<file path="src/rtl/debug_loader.sv">
// debug_loader: UART byte stream to pipeline program-load / run-control front end.
// Assembles big-endian 32-bit words into sequential instruction-memory writes,
// then runs the pipeline either freely until halt or one cycle per step command.
module debug_loader #(
  parameter int                 NB_ADDR   = 8,
  parameter int                 NB_DATA   = 32,
  parameter logic [NB_DATA-1:0] HALT_WORD = 32'hFC00_0000
) (
  input  logic               clock,
  input  logic               i_reset,
  input  logic [7:0]         i_rx_data,
  input  logic               i_rx_done,
  input  logic               i_halt,
  output logic               o_debug_unit,
  output logic [NB_DATA-1:0] o_inst_load,
  output logic [NB_ADDR-1:0] o_addr_inst_load,
  output logic               o_en_write,
  output logic               o_enable_pipe,
  output logic               o_en_read,
  output logic               o_halted,
  output logic               o_overflow,
  output logic [2:0]         o_state
);

  localparam logic [2:0] ST_IDLE  = 3'd0;
  localparam logic [2:0] ST_LOAD  = 3'd1;
  localparam logic [2:0] ST_WRITE = 3'd2;
  localparam logic [2:0] ST_RUN   = 3'd3;
  localparam logic [2:0] ST_STEP  = 3'd4;

  localparam logic [7:0] CMD_LOAD = 8'h4C;  // 'L'
  localparam logic [7:0] CMD_CONT = 8'h43;  // 'C'
  localparam logic [7:0] CMD_STEP = 8'h53;  // 'S'

  logic [2:0]         r_state;
  logic [1:0]         r_byte_cnt;
  logic [NB_DATA-1:0] r_word;
  logic [NB_ADDR-1:0] r_addr;
  logic               r_halted;
  logic               r_overflow;

  logic               w_loading;
  logic               w_running;
  logic               w_load_cmd;
  logic               w_byte_in;

  // LOAD and WRITE both own the memory; a byte arriving in WRITE already
  // belongs to the next word, so the assembler keeps accepting there.
  assign w_loading  = (r_state == ST_LOAD) || (r_state == ST_WRITE);
  assign w_running  = (r_state == ST_RUN) || (r_state == ST_STEP);
  assign w_load_cmd = (r_state == ST_IDLE) && i_rx_done && (i_rx_data == CMD_LOAD);
  assign w_byte_in  = w_loading && i_rx_done;

  // Byte assembler: shift in big-endian, restart cleanly on every load command
  always_ff @(posedge clock or posedge i_reset) begin
    if (i_reset) begin
      r_word     <= '0;
      r_byte_cnt <= 2'd0;
    end else if (w_load_cmd) begin
      r_word     <= '0;
      r_byte_cnt <= 2'd0;
    end else if (w_byte_in) begin
      r_word     <= {r_word[NB_DATA-9:0], i_rx_data};
      r_byte_cnt <= r_byte_cnt + 2'd1;
    end
  end

  // Control FSM with write address and the sticky halted/overflow flags
  always_ff @(posedge clock or posedge i_reset) begin
    if (i_reset) begin
      r_state    <= ST_IDLE;
      r_addr     <= '0;
      r_halted   <= 1'b0;
      r_overflow <= 1'b0;
    end else begin
      case (r_state)
        ST_IDLE: begin
          if (i_rx_done) begin
            if (i_rx_data == CMD_LOAD) begin
              r_state    <= ST_LOAD;
              r_addr     <= '0;
              r_halted   <= 1'b0;
              r_overflow <= 1'b0;
            end else if ((i_rx_data == CMD_CONT) && !r_halted) begin
              r_state <= ST_RUN;
            end else if ((i_rx_data == CMD_STEP) && !r_halted) begin
              r_state <= ST_STEP;
            end
          end
        end
        ST_LOAD: begin
          if (i_rx_done && (r_byte_cnt == 2'd3)) begin
            r_state <= ST_WRITE;
          end
        end
        ST_WRITE: begin
          // Halt word ends the program; a full memory without one is flagged.
          if (r_word == HALT_WORD) begin
            r_state <= ST_IDLE;
            r_addr  <= '0;
          end else if (&r_addr) begin
            r_state    <= ST_IDLE;
            r_addr     <= '0;
            r_overflow <= 1'b1;
          end else begin
            r_state <= ST_LOAD;
            r_addr  <= r_addr + 1'b1;
          end
        end
        ST_RUN: begin
          if (i_halt) begin
            r_state  <= ST_IDLE;
            r_halted <= 1'b1;
          end
        end
        ST_STEP: begin
          r_state <= ST_IDLE;
          if (i_halt) begin
            r_halted <= 1'b1;
          end
        end
        default: begin
          r_state <= ST_IDLE;
        end
      endcase
    end
  end

  // Outputs decode from registered state only, so no input reaches an output
  // combinationally.
  assign o_debug_unit     = w_loading;
  assign o_en_write       = (r_state == ST_WRITE);
  assign o_inst_load      = (r_state == ST_WRITE) ? r_word : '0;
  assign o_addr_inst_load = r_addr;
  assign o_enable_pipe    = w_running;
  assign o_en_read        = w_running;
  assign o_halted         = r_halted;
  assign o_overflow       = r_overflow;
  assign o_state          = r_state;

endmodule

</file>
<file path="config.mk">
export PLATFORM = sky130hd
export DESIGN_NAME = debug_loader
export DESIGN_NICKNAME = d
export VERILOG_FILES = /design/src/rtl/debug_loader.sv
export SDC_FILE = /design/constraint.sdc
export NUM_CORES = 1
export LEC_CHECK = 0
export CAP_MARGIN = 40
export CORE_MARGIN = 2
export CORE_UTILIZATION = 45
export DETAILED_ROUTE_END_ITERATION = 6
export PLACE_DENSITY = 0.74
export SYNTH_ARGS = -nofsm -noshare
export SYNTH_HDL_FRONTEND = slang
export SYNTH_SLANG_ARGS = --single-unit
</file>
<file path="constraint.sdc">
create_clock -name clock -period 3.7 [get_ports clock]
set_input_delay 0.555 -clock clock [delete_from_list [all_inputs] [get_ports clock]]
set_output_delay 0.555 -clock clock [all_outputs]
set_load 0.005 [all_outputs]
</file>
==> reports/summary.txt, run 1 <==
Post-placement cell count = 410
Num Clock Sinks = 47
Yosys cell types = 43
Yosys Warn Count = 0
Flop2flop setup slack = 1660 ps
Post-route insts no fill = 417
Die height = 78.4 um
DR iter-0 viols = 196
Synth Cell Area = 2490 sq um
Postcts setup bufs = 0
Sequential share of the synthesized area = 47.3%
Total GRT Usage = 20.8%
CTS tree = yes
Core region area = 5440 sq um
Die W = 78.4 um
Critical Path, Cell by Cell = or3b_1 > inv_1 > and2_2 > clkdlybuf4s50_1
Max Clk Rate = 309 MHz
Post-route DRC = 0
Crit path kind = flop to output port
Pin count of the biggest net entering global routing = 42
Slew margin rel. = 50.4%
Post-CTS Resized = 0
WP data arrival = 2680 ps
Fin crit share = 87.4%
Crit Reg-Reg Endpoint = o_state[0]
Total gr overflow = 0
Fillcell total = 482
Final nets = 359
P_leak = 1.33 nW
CP Data Required Time = 3140 ps
Worst Skew = 12.0 ps
Synth Instances = 291
Num CTS Buffers = 5
CTS Buffer Depth = 2
Final worst path period need = 3230 ps
Post-DP Area = 3140 sq um
FF+latch count, synth = 47
Setup TNS = 0 ps
# setup viols final = 0
Worst hold path type = input port to asynchronous set/reset pin
CP max stage delay = 580 ps
Core Rows = 27
RSZ-0062 raised after global routing = no
Mean post-synth cell area = 8.55 sq um
Die area = 6140 sq um
Total Wirelength = 5880 um
Initial Utilization = 45.8%
WL/cell = 14.1 um
Syn nets = 305
GPL Wtd Cong = 0.892
Final Hold Fails = 0
H-tree depth = 2
Worst reg-to-reg path cell count = 4
Via count = 2173
Worst Path Max Fanout = 33
Crit. End Element = output port
Vias in the first global route = 2079
Synth async-reset ratio = 100%
Status = finished, final reports clean
Worst r2r src = o_state[1]
Max Slew Vio Count = 0
Share of cells above drive strength 1 = 4.93%
Via density = 5.21
Max-cap violation count = 0
Clock Latency Late Sink = 310 ps
Global-route wire length before repair = 10100 um
# hold bufs at CTS = 0
CP startpoint kind = flop
Antenna-violating nets left = 0
Final instance area = 3240 sq um
Slowest CP cell = dfrtp_1
CTS Root Cell = clkbuf_8
Port bufs = 60
Post-synth EDFFs = 0
Post-synth top flop = dfrtp_1
Clock-pin slew on the worst setup and hold paths = 80 ps
Diode count = 0
Utilization after layout = 59.7%
Post-DP HPWL = 4250 um
Worst-margin pin slew = 744 ps
Syn-to-layout area delta = 30.4%
Pwr/cell area = 294 nW/um^2
Initial antenna violation count = 0
Peak supply drop = 231 uV
Drt pass-1 iters = 4
Top Ports = 61
[power breakdown]
part	internal [mW]	switching [mW]
clock	0.198	0.168
sequential	0.520	0.00937
combinational	0.0301	0.0277
[layout make-up]
type	instances	area [sq um]	area share [%]
multi-input cells	223	1220	37.7
repair buffers	64	638	19.7
well taps	72	90.1	2.78
inverters	4	15.0	0.463
clock inverters	1	30.0	0.926
flip-flops and latches	47	1180	36.3
clock buffers	6	72.6	2.24
[kinds of logic after synthesis]
logic type	synth area share (%)
AO/OA/AOI/OAI	13.6
XOR/XNOR	1.41
AND/OR/NAND/NOR	33.1
flip-flops	47.3
adder cells (fa/ha/maj)	1.01
buffers and inverters	3.62
[worst max path at each step]
stage	start	endpoint	slack (ps)	cells past startpoint
2_1_floorplan	o_state[2]	o_inst_load[6]	1750	4
3_3_place_gp	o_state[1]	o_inst_load[18]	840	4
3_5_place_dp	o_state[1]	o_inst_load[2]	770	4
4_1_cts	o_state[1]	o_inst_load[2]	420	4
5_1_grt	o_state[1]	o_inst_load[18]	250	4
6_report	o_state[1]	o_inst_load[6]	470	4
[placed cells by master (no fill, tap or decap), types with 2 or more instances in the layout]
master and instances:
nor2_1 7, a21oi_1 36, and2_1 32, a211oi_1 2, nor2b_1 4, inv_1 3, nand4b_1 2, nor4_4 2
clkbuf_8 5, xnor2_1 3, o21ai_0 10, and3_1 2, nor4_1 4, ha_1 2, buf_4 3, nand3_1 6
dfrtp_1 47, or4_4 2, nand2_1 84, nand4_1 2, nor3_1 3, clkdlybuf4s50_1 60
[per-stage QoR]
stage          hold slack, ps  total power [mW]  setup WS [ps]
2_1_floorplan             505             0.560           1750
3_3_place_gp              506             0.598            844
3_5_place_dp              511             0.599            766
4_1_cts                   457             0.968            421
5_1_grt                   469             0.990            253
6_report                  466             0.954            466
[cell usage after synthesis, types with 2 or more instances]
library cell,instances,area [sq um]
a211oi_1,2,15.0
a21oi_1,36,180
and2_1,32,200
and3_1,2,12.5
buf_2,6,30.0
clkbuf_1,9,33.8
dfrtp_1,47,1180
ha_1,2,25.0
inv_1,4,15.0
nand2_1,84,315
nand3_1,6,30.0
nand4_1,2,12.5
nand4b_1,2,17.5
nor2_1,7,26.3
nor2b_1,4,25.0
nor3_1,3,15.0
nor4_1,4,25.0
nor4_4,2,42.5
o21ai_0,10,50.1
or4_4,2,22.5
xnor2_1,3,26.3
[layer usage]
layer	GRT usage [%]	part of all wire, %	up-vias
met2	33.4	48	35
met3	3.79	2.6	7
met5	0	0	-
met4	6.49	1.4	0
met1	28.8	48	1040
li1	-	-	1091
[state kept, by name (all words and copies together), names as in the netlist]
name              flops
o_addr_inst_load      8
o_halted              1
o_overflow            1
o_state               3
r_byte_cnt            2
r_word               32
[critical path: cells and delay by family (launching register included)]
kind	cells	cell delay [ps]
buffers and inverters	2	1070
AND/OR/NAND/NOR	2	730
flip-flops	1	580
(Power assumes the default switching activity.)
==> inputs of run 2 (changes only) <==
--- a/config.mk
+++ b/config.mk
@@ -8,6 +8,7 @@
 export CAP_MARGIN = 40
 export CORE_MARGIN = 2
 export CORE_UTILIZATION = 45
+export CTS_BUF_LIST = sky130_fd_sc_hd__clkbuf_2 sky130_fd_sc_hd__clkbuf_4 sky130_fd_sc_hd__clkbuf_8
 export DETAILED_ROUTE_END_ITERATION = 6
 export PLACE_DENSITY = 0.74
 export SYNTH_ARGS = -nofsm -noshare
==> run 2 against run 1 <==
Against the previous run:
- non-clock buffer count is the same
- worst hold slack is essentially flat
- sequential cell count is the same
- first-iteration DRC count grew 31%
- sequential power is essentially flat
- count of clock-buffer cells in the layout is the same
- via count grew 1.1%
- core utilization grew 0.069 points
- clock power grew 2%
- combinational power is essentially flat
- register-to-register slack is essentially flat
- largest power group unchanged
==> reports/summary.txt, run 2 (synthesis results as in run 1) <==
CP Data Required Time = 3140 ps
Most frequent cells in the layout = 84 x nand2_1, 60 x clkdlybuf4s50_1, 47 x dfrtp_1
Biggest register = r_word
Peak supply drop = 231 uV
CTS Root Cell = clkbuf_8
Final Hold Fails = 0
Setup TNS = 0 ps
WP buf/inv = 2
Worst-margin pin slew = 736 ps
Status = finished, final reports clean
Initial antenna violation count = 0
RSZ-0062 raised after global routing = no
Drt pass-1 iters = 4
Core region area = 5440 sq um
CP startpoint kind = flop
Clock-pin slew on the worst setup and hold paths = 80 ps
Top Ports = 61
Worst hold path type = input port to asynchronous set/reset pin
CP max stage delay = 580 ps
Diode count = 0
Worst reg-to-reg path cell count = 4
Max Clk Rate = 310 MHz
Final worst path period need = 3230 ps
Final nets = 359
Clock Latency Late Sink = 310 ps
WL/cell = 14.1 um
Port bufs = 60
CTS tree = yes
Met1 usage = 28.7%
Core Rows = 27
Worst r2r src = o_state[1]
WP data arrival = 2670 ps
Vias in the first global route = 2095
Critical Path, Cell by Cell = or3b_1 > inv_1 > and2_2 > clkdlybuf4s50_1
DR iter-0 viols = 256
Fillcell total = 481
Global route hottest layer = met2
Slowest CP cell = dfrtp_1
Pin count of the biggest net entering global routing = 42
Worst setup margin = 474 ps
Die height = 78.4 um
GPL Wtd Cong = 0.892
Via density = 5.27
H-tree depth = 2
# setup viols final = 0
CTS Buffer Depth = 2
Post-route DRC = 0
M2 GR Usage = 33.5%
Global-route wire length before repair = 10100 um
Max Slew Vio Count = 0
Worst Path Max Fanout = 33
P_leak = 1.34 nW
Die W = 78.4 um
Max-cap violation count = 0
Post-DP HPWL = 4250 um
Cell family with most CP delay = buffers and inverters
Syn-to-layout area delta = 30.5%
Crit path kind = flop to output port
Pwr/cell area = 296 nW/um^2
Share of cells above drive strength 1 = 5.22%
Total power = 0.960 mW
Worst Skew = 11.9 ps
Post-place setup slack = 766 ps
Num CTS Buffers = 5
# hold bufs at CTS = 0
Total Wirelength = 5900 um
Grt met3 use = 3.79%
Fin crit share = 87.2%
Num Clock Sinks = 47
Postcts setup bufs = 0
Total GRT Usage = 20.8%
Post-CTS Resized = 0
Slew margin rel. = 50.9%
Antenna-violating nets left = 0
Critical path depth = 4
Max FFs per register = 32
Die area = 6140 sq um
Via count = 2197
Most common cell after layout, fill and taps aside = nand2_1
Flop2flop setup slack = 1660 ps
Crit Reg-Reg Endpoint = o_state[0]
Total gr overflow = 0
Crit. End Element = output port
Initial Utilization = 45.8%
## run 2: changes by cell type in the layout (fill, tap and decap cells not counted)
cell,before,now
clkbuf_4,0,1
clkbuf_1,1,0
## run 2: area by class of cell
| type | count | area [sq um] | share of cell area [%] |
|---|---|---|---|
| inverter | 4 | 15.0 | 0.462 |
| timing repair buffer | 64 | 638 | 19.6 |
| multi-input combinational | 223 | 1220 | 37.6 |
| tap | 72 | 90.1 | 2.77 |
| sequential | 47 | 1180 | 36.2 |
| clock buffer | 6 | 76.3 | 2.35 |
| clock inverter | 1 | 30.0 | 0.924 |
## run 2: worst register-to-register path, cell delays in order (launching register included)
cell	delay, ps
dfrtp_1	580
or3b_1	480
a21oi_2	300
nand2_1	180
a2111oi_0	380
## run 2: power breakdown
part | total (mW) | switching [mW] | internal, mW
combinational | 0.0577 | 0.0276 | 0.0301
sequential | 0.530 | 0.00937 | 0.520
clock | 0.373 | 0.167 | 0.206
total | 0.960 | 0.204 | 0.756
## run 2: worst max-delay path by stage
stage | start | end | slack (ps)
after floorplan | o_state[2] | o_inst_load[6] | 1750
after global placement | o_state[1] | o_inst_load[18] | 840
after detailed placement | o_state[1] | o_inst_load[2] | 770
after CTS | o_state[1] | o_inst_load[2] | 420
after global routing | o_state[1] | o_inst_load[18] | 250
final | o_state[1] | o_inst_load[6] | 470
## run 2: routing by layer
layer,part of all wire [%],wire length (um),vias to the layer above
met3,3.6,212,7
li1,-,-,1092
met1,47,2770,1049
met4,1.4,84,0
met2,48,2830,49
met5,0,0,-
## run 2: stage by stage
step,cell area (sq um),std cells,util (%),hold WS [ps]
global route,3250,417,59.7,469
CTS,3250,417,59.7,457
finish,3250,417,59.7,467
floorplan,2490,291,-,505
global placement,3130,409,57.5,506
detailed placement,3140,410,57.8,511
==> inputs of run 3 (changes only) <==
--- a/config.mk
+++ b/config.mk
@@ -6,7 +6,7 @@
 export NUM_CORES = 1
 export LEC_CHECK = 0
 export CAP_MARGIN = 40
-export CORE_MARGIN = 2
+export CORE_MARGIN = 8
 export CORE_UTILIZATION = 45
 export CTS_BUF_LIST = sky130_fd_sc_hd__clkbuf_2 sky130_fd_sc_hd__clkbuf_4 sky130_fd_sc_hd__clkbuf_8
 export DETAILED_ROUTE_END_ITERATION = 6
==> constraint.sdc (replaced) <==
create_clock -name clock -period 3.2 [get_ports clock]
set_input_delay 0.48 -clock clock [delete_from_list [all_inputs] [get_ports clock]]
set_output_delay 0.48 -clock clock [all_outputs]
set_load 0.005 [all_outputs]
==> run 3 against run 2 <==
Against the previous run:
- final area increased by 0.92%
- setup slack lost 130 ps
- critical path type unchanged
- cell count grew 0.48%
==> reports/summary.txt, run 3 (synthesis results as in run 1) <==
Status = finished, final reports clean
Total Wirelength = 6440 um
Antenna-violating nets left = 0
CTS Buffer Depth = 2
Critical Path, Cell by Cell = or3b_1 > inv_1 > buf_4 > and2_1 > clkdlybuf4s50_1
Post-DP HPWL = 4600 um
Pwr/cell area = 365 nW/um^2
Die height = 90.4 um
Syn-to-layout area delta = 31.7%
Die area = 8170 sq um
Post-route DRC = 0
Worst setup margin = 339 ps
Crit. End Element = output port
Drt pass-1 iters = 5
Most common cell after layout, fill and taps aside = nand2_1
Pin count of the biggest net entering global routing = 48
P_leak = 1.35 nW
Flop2flop setup slack = 1120 ps
Fillcell total = 494
Max FFs per register = 32
Max-cap violation count = 0
Vias in the first global route = 2202
Final nets = 360
WL/cell = 15.4 um
Worst Skew = 8.06 ps
Worst r2r src = r_word[5]
CTS Root Cell = clkbuf_8
Die W = 90.4 um
CP Data Required Time = 2720 ps
Initial Utilization = 45.8%
Total gr overflow = 0
Fin Hold WS = 533 ps
Peak supply drop = 273 uV
Post-DP Area = 3140 sq um
Crit path kind = flop to output port
Via density = 5.30
DR iter-0 viols = 184
Final instance area = 3280 sq um
Via count = 2221
Clock-pin slew on the worst setup and hold paths = 90 ps
RSZ-0062 raised after global routing = no
Fin crit share = 89.4%
GPL Wtd Cong = 0.875
HP Start = o_overflow
Clock Latency Late Sink = 300 ps
Top Ports = 61
Global-route wire length before repair = 11100 um
Postcts setup bufs = 0
Worst Path Max Fanout = 33
Worst-margin pin slew = 597 ps
# hold bufs at CTS = 0
Port bufs = 60
Worst hold path type = flop to flop
WP data arrival = 2380 ps
CTS tree = yes
Final Hold Fails = 0
Core region area = 5440 sq um
Max Clk Rate = 350 MHz
Initial antenna violation count = 0
Diode count = 0
Num Clock Sinks = 47
Share of cells above drive strength 1 = 5.76%
Max Slew Vio Count = 0
Slew margin rel. = 60.2%
Most frequent cells in the layout = 84 x nand2_1, 60 x clkdlybuf4s50_1, 47 x dfrtp_1
Biggest register = r_word
Post-place setup slack = 672 ps
Setup TNS = 0 ps
Num CTS Buffers = 5
Final worst path period need = 2860 ps
CP startpoint kind = flop
Slowest CP cell = dfrtp_1
CP max stage delay = 590 ps
Critical path startpoint = o_state[1]
# setup viols final = 0
H-tree depth = 2
Total GRT Usage = 16.4%
Core Rows = 27
Post-CTS Resized = 0
run 3: changes by cell type in the layout (fill, tap and decap cells not counted), sizes merged:
cell / delta
bufinv: +1
buf: +1
run 3: cell type report:
cell class | count | area, sq um | share of cell area [%]
Inverter | 4 | 15.0 | 0.458
Timing Repair Buffer | 65 | 638 | 19.5
Clock buffer | 6 | 76.3 | 2.33
Clock inverter | 2 | 60.1 | 1.83
Sequential cell | 47 | 1180 | 35.9
Multi-Input combinational cell | 223 | 1220 | 37.3
Tap cell | 72 | 90.1 | 2.75
run 3: through the flow:
step	std cells	total power [mW]	util (%)
global placement	411	0.693	57.8
global route	419	1.25	60.3
finish	419	1.20	60.3
floorplan	291	0.647	-
CTS	419	1.21	60.3
detailed placement	411	0.694	57.8
run 3: worst paths after layout:
| check | to | depth (start not counted) |
|---|---|---|
| setup / recovery | o_inst_load[20] | 5 |
| max in group asynchronous | r_byte_cnt[0] | 3 |
| hold / removal | o_overflow | 2 |
| setup reg to reg | o_addr_inst_load[4] | 5 |
| min in group asynchronous | o_addr_inst_load[7] | 3 |
| hold reg to reg | o_overflow | 2 |
run 3: worst max-delay path: cells and delay by family (launching register included):
family        cells  cell delay (ps)
flops             1              590
simple gates      2              630
buf+inv           3              840
run 3: power by group:
part / switching [mW] / internal [mW]
clock: 0.194 / 0.321
combinational: 0.0329 / 0.0348
sequential: 0.0114 / 0.602
run 3: metal layers:
| metal | global-route usage (%) | up-vias | part of all wire (%) |
|---|---|---|---|
| met2 | 28.3 | 59 | 52 |
| met3 | 4.49 | 4 | 5.1 |
| met4 | 4.58 | 0 | 1.1 |
| met5 | 0 | - | 0 |
| li1 | - | 1088 | - |
| met1 | 19.5 | 1070 | 41 |
